### config.mk
export PLATFORM = sky130hd
export DESIGN_NAME = cc_miss_req_ctrl
export DESIGN_NICKNAME = d
export VERILOG_FILES = /design/src/rtl/cc_miss_req_ctrl.sv
export SDC_FILE = /design/constraint.sdc
export NUM_CORES = 1
export LEC_CHECK = 0
export BUFFER_PORTS_ARGS = -buffer_cell sky130_fd_sc_hd__clkbuf_2
export CORE_MARGIN = 2
export CORE_UTILIZATION = 43
export CTS_BUF_LIST = sky130_fd_sc_hd__clkbuf_4
export CTS_CLUSTER_DIAMETER = 30
export CTS_CLUSTER_SIZE = 40
export DETAILED_ROUTE_END_ITERATION = 7
export PLACE_DENSITY_LB_ADDON = 0.12
export SLEW_MARGIN = 20
export SYNTH_ARGS = -nofsm -noshare
export SYNTH_HDL_FRONTEND = slang
export SYNTH_SLANG_ARGS = --single-unit
### constraint.sdc
create_clock -name clk -period 2.7 [get_ports clk]
set_input_delay 0.675 -clock clk [delete_from_list [all_inputs] [get_ports clk]]
set_output_delay 0.675 -clock clk [all_outputs]
set_load 0.005 [all_outputs]
### src/rtl/cc_miss_req_ctrl.sv
// Refill request sequencer: turns tag-compare misses into AXI AR bursts plus a miss address FIFO push,
// and keeps a count of refills in flight, which it decrements on each RLAST beat.
module cc_miss_req_ctrl #(
    parameter int unsigned MAX_OUTSTANDING = 4,
    parameter int unsigned ARID_VAL        = 0
) (
    input  logic        clk,
    input  logic        rst_n,
    input  logic        miss_req_valid_i,
    input  logic [31:0] miss_req_addr_i,
    output logic        miss_req_ready_o,
    output logic [3:0]  mem_arid_o,
    output logic [31:0] mem_araddr_o,
    output logic [3:0]  mem_arlen_o,
    output logic [2:0]  mem_arsize_o,
    output logic [1:0]  mem_arburst_o,
    output logic        mem_arvalid_o,
    input  logic        mem_arready_i,
    input  logic        mem_rvalid_i,
    input  logic        mem_rready_i,
    input  logic        mem_rlast_i,
    input  logic        miss_addr_fifo_full_i,
    output logic        miss_addr_fifo_wren_o,
    output logic [31:0] miss_addr_fifo_wdata_o,
    output logic [3:0]  outstanding_cnt_o,
    output logic        busy_o,
    output logic        underflow_err_o
);

    localparam int unsigned ADDR_W = 32;
    localparam int unsigned CNT_W  = 4;

    typedef enum logic {
        IDLE  = 1'b0,
        ISSUE = 1'b1
    } state_t;

    state_t             state;
    state_t             state_nxt;
    logic               arvalid_nxt;
    logic [ADDR_W-1:0]  araddr_nxt;
    logic               wren_nxt;
    logic [ADDR_W-1:0]  wdata_nxt;
    logic [CNT_W-1:0]   cnt_nxt;
    logic               err_nxt;
    logic               accept;
    logic               retire;

    // Burst shape is fixed: one 64-byte line as 8 x 8-byte beats, wrapping from the critical word.
    assign mem_arid_o    = CNT_W'(ARID_VAL);
    assign mem_arlen_o   = 4'd7;
    assign mem_arsize_o  = 3'b011;
    assign mem_arburst_o = 2'b10;

    // Ready uses the registered count, so a retirement and an accept can share a cycle.
    assign miss_req_ready_o = (state == IDLE)
                           && (outstanding_cnt_o < CNT_W'(MAX_OUTSTANDING))
                           && !miss_addr_fifo_full_i;
    assign accept = miss_req_valid_i && miss_req_ready_o;
    assign retire = mem_rvalid_i && mem_rready_i && mem_rlast_i;
    assign busy_o = (state != IDLE) || (outstanding_cnt_o != '0);

    always_ff @(posedge clk) begin
        if (!rst_n) begin
            state                  <= IDLE;
            mem_arvalid_o          <= 1'b0;
            mem_araddr_o           <= '0;
            miss_addr_fifo_wren_o  <= 1'b0;
            miss_addr_fifo_wdata_o <= '0;
            outstanding_cnt_o      <= '0;
            underflow_err_o        <= 1'b0;
        end else begin
            state                  <= state_nxt;
            mem_arvalid_o          <= arvalid_nxt;
            mem_araddr_o           <= araddr_nxt;
            miss_addr_fifo_wren_o  <= wren_nxt;
            miss_addr_fifo_wdata_o <= wdata_nxt;
            outstanding_cnt_o      <= cnt_nxt;
            underflow_err_o        <= err_nxt;
        end
    end

    always_comb begin
        state_nxt   = state;
        arvalid_nxt = mem_arvalid_o;
        araddr_nxt  = mem_araddr_o;
        wren_nxt    = 1'b0;
        wdata_nxt   = miss_addr_fifo_wdata_o;
        err_nxt     = underflow_err_o;

        case (state)
            IDLE: begin
                if (accept) begin
                    araddr_nxt  = {miss_req_addr_i[31:3], 3'b000};
                    wdata_nxt   = miss_req_addr_i;
                    wren_nxt    = 1'b1;
                    arvalid_nxt = 1'b1;
                    state_nxt   = ISSUE;
                end
            end
            ISSUE: begin
                if (mem_arready_i) begin
                    arvalid_nxt = 1'b0;
                    state_nxt   = IDLE;
                end
            end
            default: state_nxt = IDLE;
        endcase

        // The slot is reserved at accept; an RLAST with nothing in flight is flagged, not counted.
        if (retire && (outstanding_cnt_o == '0)) begin
            err_nxt = 1'b1;
        end
        cnt_nxt = outstanding_cnt_o + CNT_W'(accept)
                - CNT_W'(retire && (outstanding_cnt_o != '0));
    end

endmodule

======== Yosys cells after proc, flatten, opt, wreduce, memory -nomap -nowiden ========
Cells that the tools add are included.
cells by class
  add/subtract/negate cells ............... 2
  order comparisons ....................... 1
  equality and inequality tests ........... 2
  multiplexer cells ....................... 6
  bitwise gates (word level) .............. 2
  reduce and logical (&&, ||, !) cells .... 14
operators by type and width
  cell                count
  $logic_and 1x1->1   7
  $add 4x1->4         1
  $logic_not 4->1     1
  $lt 4x3->1 const B  1
  $mux 1              4
  $ne 2x2->1 const B  2
  $pmux 1 s2          2
  $reduce_and 2->1    2
  $reduce_bool 4->1   1
  $sub 4x1->4         1
  $not 1->1           2
  $reduce_or 2->1     1
  $logic_not 1->1     1
  $logic_or 1x1->1    1
word-level totals
  register bits ........................... 69
  bits of input ports ..................... 40
  output and inout bits ................... 86

======== Longest topological paths before layout ========
Gate-level depths: netlist of run 1.
  depth after elaboration ................. 6
  gate-level depth with buffers ........... 12
  depth with buffers taken out ............ 11

======== Worst setup path after synthesis of run 1 ========
OpenSTA, ideal clock, no wires.
  path type ............................... input-to-reg
  start point ............................. in miss_addr_fifo_full_i
  end point ............................... reg outstanding_cnt_o[2]
  library setup time ...................... 115 ps
  arrival time ............................ 2375 ps
  required time ........................... 2585 ps
  setup slack ............................. 210 ps
  stages .................................. 10
  buffers on the path ..................... 1
  cell sequence ........................... and4bb_4 > buf_2 > inv_1 > ha_1 > inv_1 > ha_1 > inv_1 > fa_1 > xnor2_1 > and2_1
on the way
  longest elaborated chain between the ends .. 5
RTL lines
  what                  line  RTL
  start, declared       22    input logic miss_addr_fifo_full_i,
  $logic_not 1->1       58    && !miss_addr_fifo_full_i;
  $logic_and 1x1->1     58
  $logic_and 1x1->1     59    assign accept = miss_req_valid_i && miss_req_ready_o;
  $add 4x1->4           114   cnt_nxt = outstanding_cnt_o + CNT_W'(accept)
  $sub 4x1->4           115   - CNT_W'(retire && (outstanding_cnt_o != '0));
  end signal, assigned  78    outstanding_cnt_o <= cnt_nxt;
  end, declared         25    output logic [3:0] outstanding_cnt_o,
No other way between the ends.
A chain may end at the register's enable or synchronous reset.

======== Worst setup path in the final report of run 1 ========
  start point ............................. reg outstanding_cnt_o[2]
  end point ............................... reg outstanding_cnt_o[2]
on the way
  longest elaborated chain between the ends .. 6
  elaborated cells between the ends (all ways) .. 8
RTL lines
  what               line  RTL
  $lt 4x3->1         57    && (outstanding_cnt_o < CNT_W'(MAX_OUTSTANDING))
  $logic_and 1x1->1  57
  $logic_and 1x1->1  58
  $logic_and 1x1->1  59
  $add 4x1->4        114
  $sub 4x1->4 (*)    115
Mark *: on every way between the ends. The rest lies on a longest branch, timed or not.

==> results of run 1 <==
-- final cells by class --
cell class	count	area [um^2]	share of cell area [%]
clock buffer	6	45.0	1.99
clock inverter	2	11.3	0.498
inverter	7	26.3	1.16
multi-input combinational	140	738	32.7
sequential	40	801	35.4
tap	52	65.1	2.88
timing repair buffer	111	573	25.4
-- where the power goes --
group | switching, uW | internal [uW]
Combinational | 209 | 211
Clock | 190 | 109
Sequential | 57.4 | 671
Total | 456 | 991
-- worst min-delay path by stage --
stage          cells after the start                          to                  startpoint
5_1_grt                            2   miss_addr_fifo_wdata_o[0]   miss_addr_fifo_wdata_o[0]
3_3_place_gp                       2   miss_addr_fifo_wdata_o[0]   miss_addr_fifo_wdata_o[0]
3_5_place_dp                       2  miss_addr_fifo_wdata_o[18]  miss_addr_fifo_wdata_o[18]
4_1_cts                            2  miss_addr_fifo_wdata_o[18]  miss_addr_fifo_wdata_o[18]
6_report                           2   miss_addr_fifo_wdata_o[0]   miss_addr_fifo_wdata_o[0]
2_1_floorplan                      2   miss_addr_fifo_wdata_o[0]   miss_addr_fifo_wdata_o[0]
-- cells in the mapped netlist (all sizes together) --
cell    number
buf         54
dfxtp       40
nand2       34
nand3       33
o21ai       32
inv          7
clkbuf       6
ha           5
and2         3
nor2b        3
conb         2
nand2b       2
nor3b        2
a21o         1
a21oi        1
a41oi        1
and4bb       1
fa           1
mux2i        1
nor2         1
o211a        1
o21a         1
xnor2        1
-- logic make-up after synthesis --
| kind of cell | count (synthesis) | share of synthesized area (%) |
|---|---|---|
| compound gates | 37 | 10.3 |
| other cells | 2 | 0.387 |
| xor+xnor | 1 | 0.452 |
| simple gates | 79 | 19.5 |
| flops | 40 | 41.3 |
| mux | 1 | 0.516 |
| buf+inv | 67 | 23.4 |
| fa+ha+maj | 6 | 4.26 |
-- metal layers --
layer | wire, um | share of wire [%]
met1 | 1610 | 44
met2 | 1650 | 45
met3 | 333 | 9.1
met4 | 46 | 1.3
met5 | 0 | 0
-- cells in the final DEF (no fill, tap or decap), types with 2 or more instances in the layout --
cell type and instances:
nand3_1 33, and2_1 3, dfxtp_1 40, nand2_1 34
conb_1 16, inv_1 7, nor3b_1 2, ha_1 5
o21ai_0 19, nand2b_1 2, o21ai_1 13, nor2b_1 3
clkbuf_4 6, clkbuf_2 109
-- critical path: cells and delay by family, from the launching register on --
kind / cells / cell delay, ns
fa+ha+maj: 4 / 1.00
simple gates: 3 / 0.56
flops: 1 / 0.33
buf+inv: 3 / 0.19
xor+xnor: 1 / 0.13
-- sequential cells by signal (all words and copies together), names as in the netlist --
| signal | count |
|---|---|
| outstanding_cnt_o | 4 |
| miss_addr_fifo_wdata_o | 32 |
| miss_addr_fifo_wren_o | 1 |
| state | 1 |
| mem_arvalid_o | 1 |
| underflow_err_o | 1 |
-- per-stage QoR --
step | worst slack (ns) | area, um^2 | hold slack (ns)
floorplan | 0.210 | 1990 | 0.452
finish | 0.407 | 2260 | 0.464
CTS | 0.368 | 2260 | 0.468
global route | 0.182 | 2260 | 0.484
global placement | 0.304 | 2200 | 0.447
detailed placement | 0.258 | 2200 | 0.451
==> metrics.yaml, run 1 <==
clock_network:
  clkSinkCount: 40
  cts_tree: "done"
  clk_pin_slew_ns: 0.12
  clk_latency_ns: 0.34
  cts_resized: 0
  cts_setup_buffers: 0
  holdBufCountCts: 0
  cts_root_buf: "clkbuf_4"
  cts_buffer_depth: 2
  cts_buffers: 5
  htreeDepth: 2
die:
  core.rowCount: 24
  die_w_um: 71.2
  io_pins: 126
  start_util_pct: 44.5
  fp.coreArea_um2: 4350
  die-area_um2: 5060
  fp.dieH_um: 71.2
synth:
  netlist_area_um2: 1940
  ys_seq_area_share_pct: 41.3
  synth_top_cell_by_area: "dfxtp_1"
  synth.top_cell.area_share_pct: 41.3
  yosys_warnings: 0
  synth_area_leaders: "dfxtp_1, buf_4, nand3_1, nand2_1, o21ai_0"
  netlist_instances: 233
  ys_types: 27
  synth_seq_cells: 40
  post_synth.cell_area_avg_um2: 8.32
critical_path:
  crit_fanout: 3
  cp_cell_sequence: "inv_1 -> ha_1 -> nor3b_1 -> nor2_1 -> ha_1 -> inv_1 -> ha_1 -> inv_1 -> fa_1 -> xnor2_1 -> and2_1"
  timing.critical_path.slowest_stage_cell: "fa_1"
  r2r_cells: 11
  crit_path_end_kind: "flip-flop"
  crit_arrival_ns: 2.54
  r2r_end: "outstanding_cnt_o[2]"
  critPathMaxStageDelay_ns: 0.38
  endpoint: "outstanding_cnt_o[2]"
  reg2reg_from: "outstanding_cnt_o[2]"
  path_class: "reg -> reg"
  critPathLaunch: "outstanding_cnt_o[2]"
  critPathLaunchType: "flip-flop"
  rrSetupSlack_ns: 0.41
  required_ns: 2.94
routing:
  wl_mm: 3.64
  route.detailed.drc: 0
  vias: 1621
  postRouteAntennaNets: 0
  wl_per_cell_um: 10.2
  viasPerCell: 4.53
  drt-initial-drc-count: 50
  dr.pass1.iters: 4
sta:
  tightestPinTransition_ns: 0.682
  period_minus_slack_ns: 2.29
  post-route-period-util_pct: 84.9
  tns_ns: 0
  fmax_mhz: 436
  skew_ns: 0.00811
  rsz0062_at_grt: "no"
  slew_headroom_pct: 54.5
  hold_viol: 0
  setup_viol: 0
  slew_viol_final: 0
run_status:
  status: "completed"
placement:
  portBuffers: 109
  dp_hpwl_mm: 2.72
  place_inst: 350
  gp_congestion: 0.728
global_routing:
  use_met3_pct: 4.84
  grt_pass1_wl_mm: 5.82
  busiest_layer: "met2"
  grt_pass1_vias: 1299
  grt_util_met1_pct: 18.5
  grtUsageMet2_pct: 22.6
  grt_overflow: 0
  grt_max_degree: 68
  track_usage_pct: 14.4
  antenna_found_initial: 0
cells_and_area:
  fillers: 446
  final_nets: 351
  final_layout_size_suffix_gt1_share_pct: 38.9
  syn2layout_area_growth_pct: 16.5
  antenna_cells: 0
  layout.cells.non_filler: 358
  fin_util_pct: 51.9
pwr:
  cellLeakagePower_uw: 0.00112
  pwr_density_cell_nw_per_um2: 641
  vdd_drop_max_uv: 280
  power_uw: 1450
hold_path:
  worstHoldPathType: "reg -> reg"
run:
  cap_violations: 0
Power figures use the tool's default switching activity.
==> run 2, diff against run 1 <==
==> constraint.sdc (replaced) <==
create_clock -name clk -period 2.12 [get_ports clk]
set_input_delay 0.53 -clock clk [delete_from_list [all_inputs] [get_ports clk]]
set_output_delay 0.53 -clock clk [all_outputs]
set_load 0.005 [all_outputs]
==> metrics.yaml, run 2 (synthesis gave the netlist of run 1 again) <==
global_routing:
  grt_max_degree: 74  # +8.8%
  track_usage_pct: 14.4  # about the same
  grt_overflow: 0  # unchanged
  grt_pass1_wl_mm: 5.82  # unchanged
  antenna_found_initial: 0  # unchanged
  grt_pass1_vias: 1279  # -1.5%
critical_path:
  critPathBufInv: 3  # unchanged
  path_class: "reg -> reg"
  cp_cell_sequence: "inv_1 -> ha_4 -> nor3b_4 -> nor2_2 -> ha_4 -> inv_2 -> ha_4 -> inv_2 -> fa_2 -> xnor2_1 -> and2_1"
  critPathLaunchType: "flip-flop"
  rrSetupSlack_ns: 0.11  # -0.30 ns
  critPathMaxStageDelay_ns: 0.35  # -0.03 ns
  endpoint: "outstanding_cnt_o[2]"
  worst-path-stages: 11  # unchanged
  required_ns: 2.36  # -0.58 ns
  cp_top_family: "adder cells"
  critPathLaunch: "outstanding_cnt_o[3]"
  r2r_cells: 11  # unchanged
  reg2reg_from: "outstanding_cnt_o[3]"
  critPathMostFrequentCell: "ha_4"
  timing.critical_path.slowest_stage_cell: "fa_2"
  crit_path_end_kind: "flip-flop"
  r2r_end: "outstanding_cnt_o[2]"
  crit_arrival_ns: 2.25  # -0.29 ns
  crit_fanout: 3  # unchanged
routing:
  route.detailed.drc: 0  # unchanged
  drt-initial-drc-count: 70  # +40%
  vias: 1614  # -0.43%
  dr.pass1.iters: 4  # unchanged
  viasPerCell: 4.50  # -0.71%
  wl_mm: 3.63  # -0.22%
  wl_per_cell_um: 10.1  # -0.50%
  postRouteAntennaNets: 0  # unchanged
die:
  start_util_pct: 44.5  # unchanged
  core.rowCount: 24  # unchanged
  io_pins: 126  # unchanged
  die-area_um2: 5060  # unchanged
  fp.coreArea_um2: 4350  # unchanged
  fp.dieH_um: 71.2  # unchanged
  die_w_um: 71.2  # unchanged
sta:
  hold_viol: 0  # unchanged
  slew_headroom_pct: 61.4  # +6.8 points
  skew_ns: 0.00799  # -0.000118 ns
  post-route-period-util_pct: 94.9  # +10 points
  fmax_mhz: 497  # +14%
  period_minus_slack_ns: 2.01  # -0.280 ns
  tightestPinTransition_ns: 0.580  # -0.103 ns
  slew_viol_final: 0  # unchanged
  setup_viol: 0  # unchanged
clock_network:
  cts_setup_buffers: 0  # unchanged
  clk_pin_slew_ns: 0.12  # about the same
  holdBufCountCts: 0  # unchanged
  cts_buffer_depth: 2  # unchanged
  cts_buffers: 5  # unchanged
  clkSinkCount: 40  # unchanged
  htreeDepth: 2  # unchanged
  clk_latency_ns: 0.34  # about the same
  cts_tree: "done"
  cts_root_buf: "clkbuf_4"
cells_and_area:
  multi_input_area_um2: 792  # +7.3%
  stdcell_area_um2: 2320  # +2.8%
  top_register: "miss_addr_fifo_wdata_o"
  final_nets: 353  # +0.57%
  largest_reg_flops: 32  # unchanged
  top_regs: "miss_addr_fifo_wdata_o x32, outstanding_cnt_o x4"
  fillers: 444  # -0.45%
  seqCellArea_um2: 802  # +0.16%
  antenna_cells: 0  # unchanged
  layout.cells.non_filler: 359  # +0.28%
  syn2layout_area_growth_pct: 19.8
  most-common-layout-cells: "clkbuf_2, dfxtp_1, nand2_1"
  final_common_cell: "clkbuf_2"
  final_layout_size_suffix_gt1_share_pct: 43.0  # +4.1 points
placement:
  placed_area_um2: 2250  # +1.9%
  dp_hpwl_mm: 2.59  # -4.7%
  place_inst: 352  # +0.57%
  gp_congestion: 0.753  # +3.3%
  portBuffers: 109  # unchanged
run_status:
  status: "completed"
hold_path:
  worstHoldPathType: "in -> reg"
pwr:
  cellLeakagePower_uw: 0.00114  # +1.3%
  pwr_density_cell_nw_per_um2: 829  # +29%
  vdd_drop_max_uv: 402  # +44%
run:
  cap_violations: 0  # unchanged
-- run 2: cell count changes in the layout (fill, tap and decap cells not counted), moves of 2 or more --
| cell | previous run | this run |
|---|---|---|
| ha_4 | 0 | 3 |
| inv_1 | 7 | 3 |
| buf_4 | 1 | 3 |
| ha_1 | 5 | 2 |
| inv_2 | 0 | 4 |
-- run 2: final cells by class --
class                      count  area share (%)
clock buffer                   6            1.94
clock inverter                 1           0.215
inverter                       7            1.13
multi-input combinational    140            34.1
sequential                    40            34.5
tap                           52            2.80
timing repair buffer         113            25.3
-- run 2: worst min-delay path by stage --
stage,start,slack (ns),cells after the start,endpoint
2_1_floorplan,miss_addr_fifo_wdata_o[0],0.45,2,miss_addr_fifo_wdata_o[0]
3_3_place_gp,miss_addr_fifo_wdata_o[0],0.45,2,miss_addr_fifo_wdata_o[0]
3_5_place_dp,miss_addr_fifo_wdata_o[1],0.46,2,miss_addr_fifo_wdata_o[1]
4_1_cts,miss_req_addr_i[7],0.38,3,miss_addr_fifo_wdata_o[7]
5_1_grt,miss_req_addr_i[26],0.39,3,miss_addr_fifo_wdata_o[26]
6_report,miss_req_addr_i[7],0.39,3,miss_addr_fifo_wdata_o[7]
-- run 2: per-layer routing --
| metal | vias up | part of all wire (%) | global-route usage (%) |
|---|---|---|---|
| met3 | 3 | 9.1 | 4.84 |
| met4 | 0 | 0.80 | 5.66 |
| met5 | - | 0 | 0 |
| met2 | 79 | 47 | 21.6 |
| met1 | 687 | 43 | 19.2 |
| li1 | 845 | - | - |
-- run 2: tightest hold or removal path, stage by stage --
cell and delay [ns]:
clkbuf_2 0.07, nand3_1 0.05, o21ai_0 0.06
-- run 2: repair_timing --
item                                    CTS  global route
cloned                                    0             0
resized for setup                         2             5
endpoints found under the setup margin    1             4
pin swaps                                 0             1
-- run 2: where the power goes --
group / total, uW / leakage, uW / switching, uW / internal, uW
logic: 624 / 0.000781 / 298 / 326
clock network: 368 / 0.0000315 / 232 / 135
registers: 934 / 0.000327 / 78.5 / 855
total: 1930 / 0.00114 / 609 / 1320
-- run 2: per-stage QoR --
step	hold slack, ns	setup WS, ns	setup TNS, ns	utilization, %	power (uW)
finish	0.389	0.107	0	53.4	1930
global route	0.386	-0.0157	-0.0157	53.4	2080
CTS	0.381	0.0397	0	52.9	1920
detailed placement	0.457	0.0204	0	51.6	1540
global placement	0.447	0.0494	0	51.6	1530
floorplan	0.452	0.0104	0	-	1380
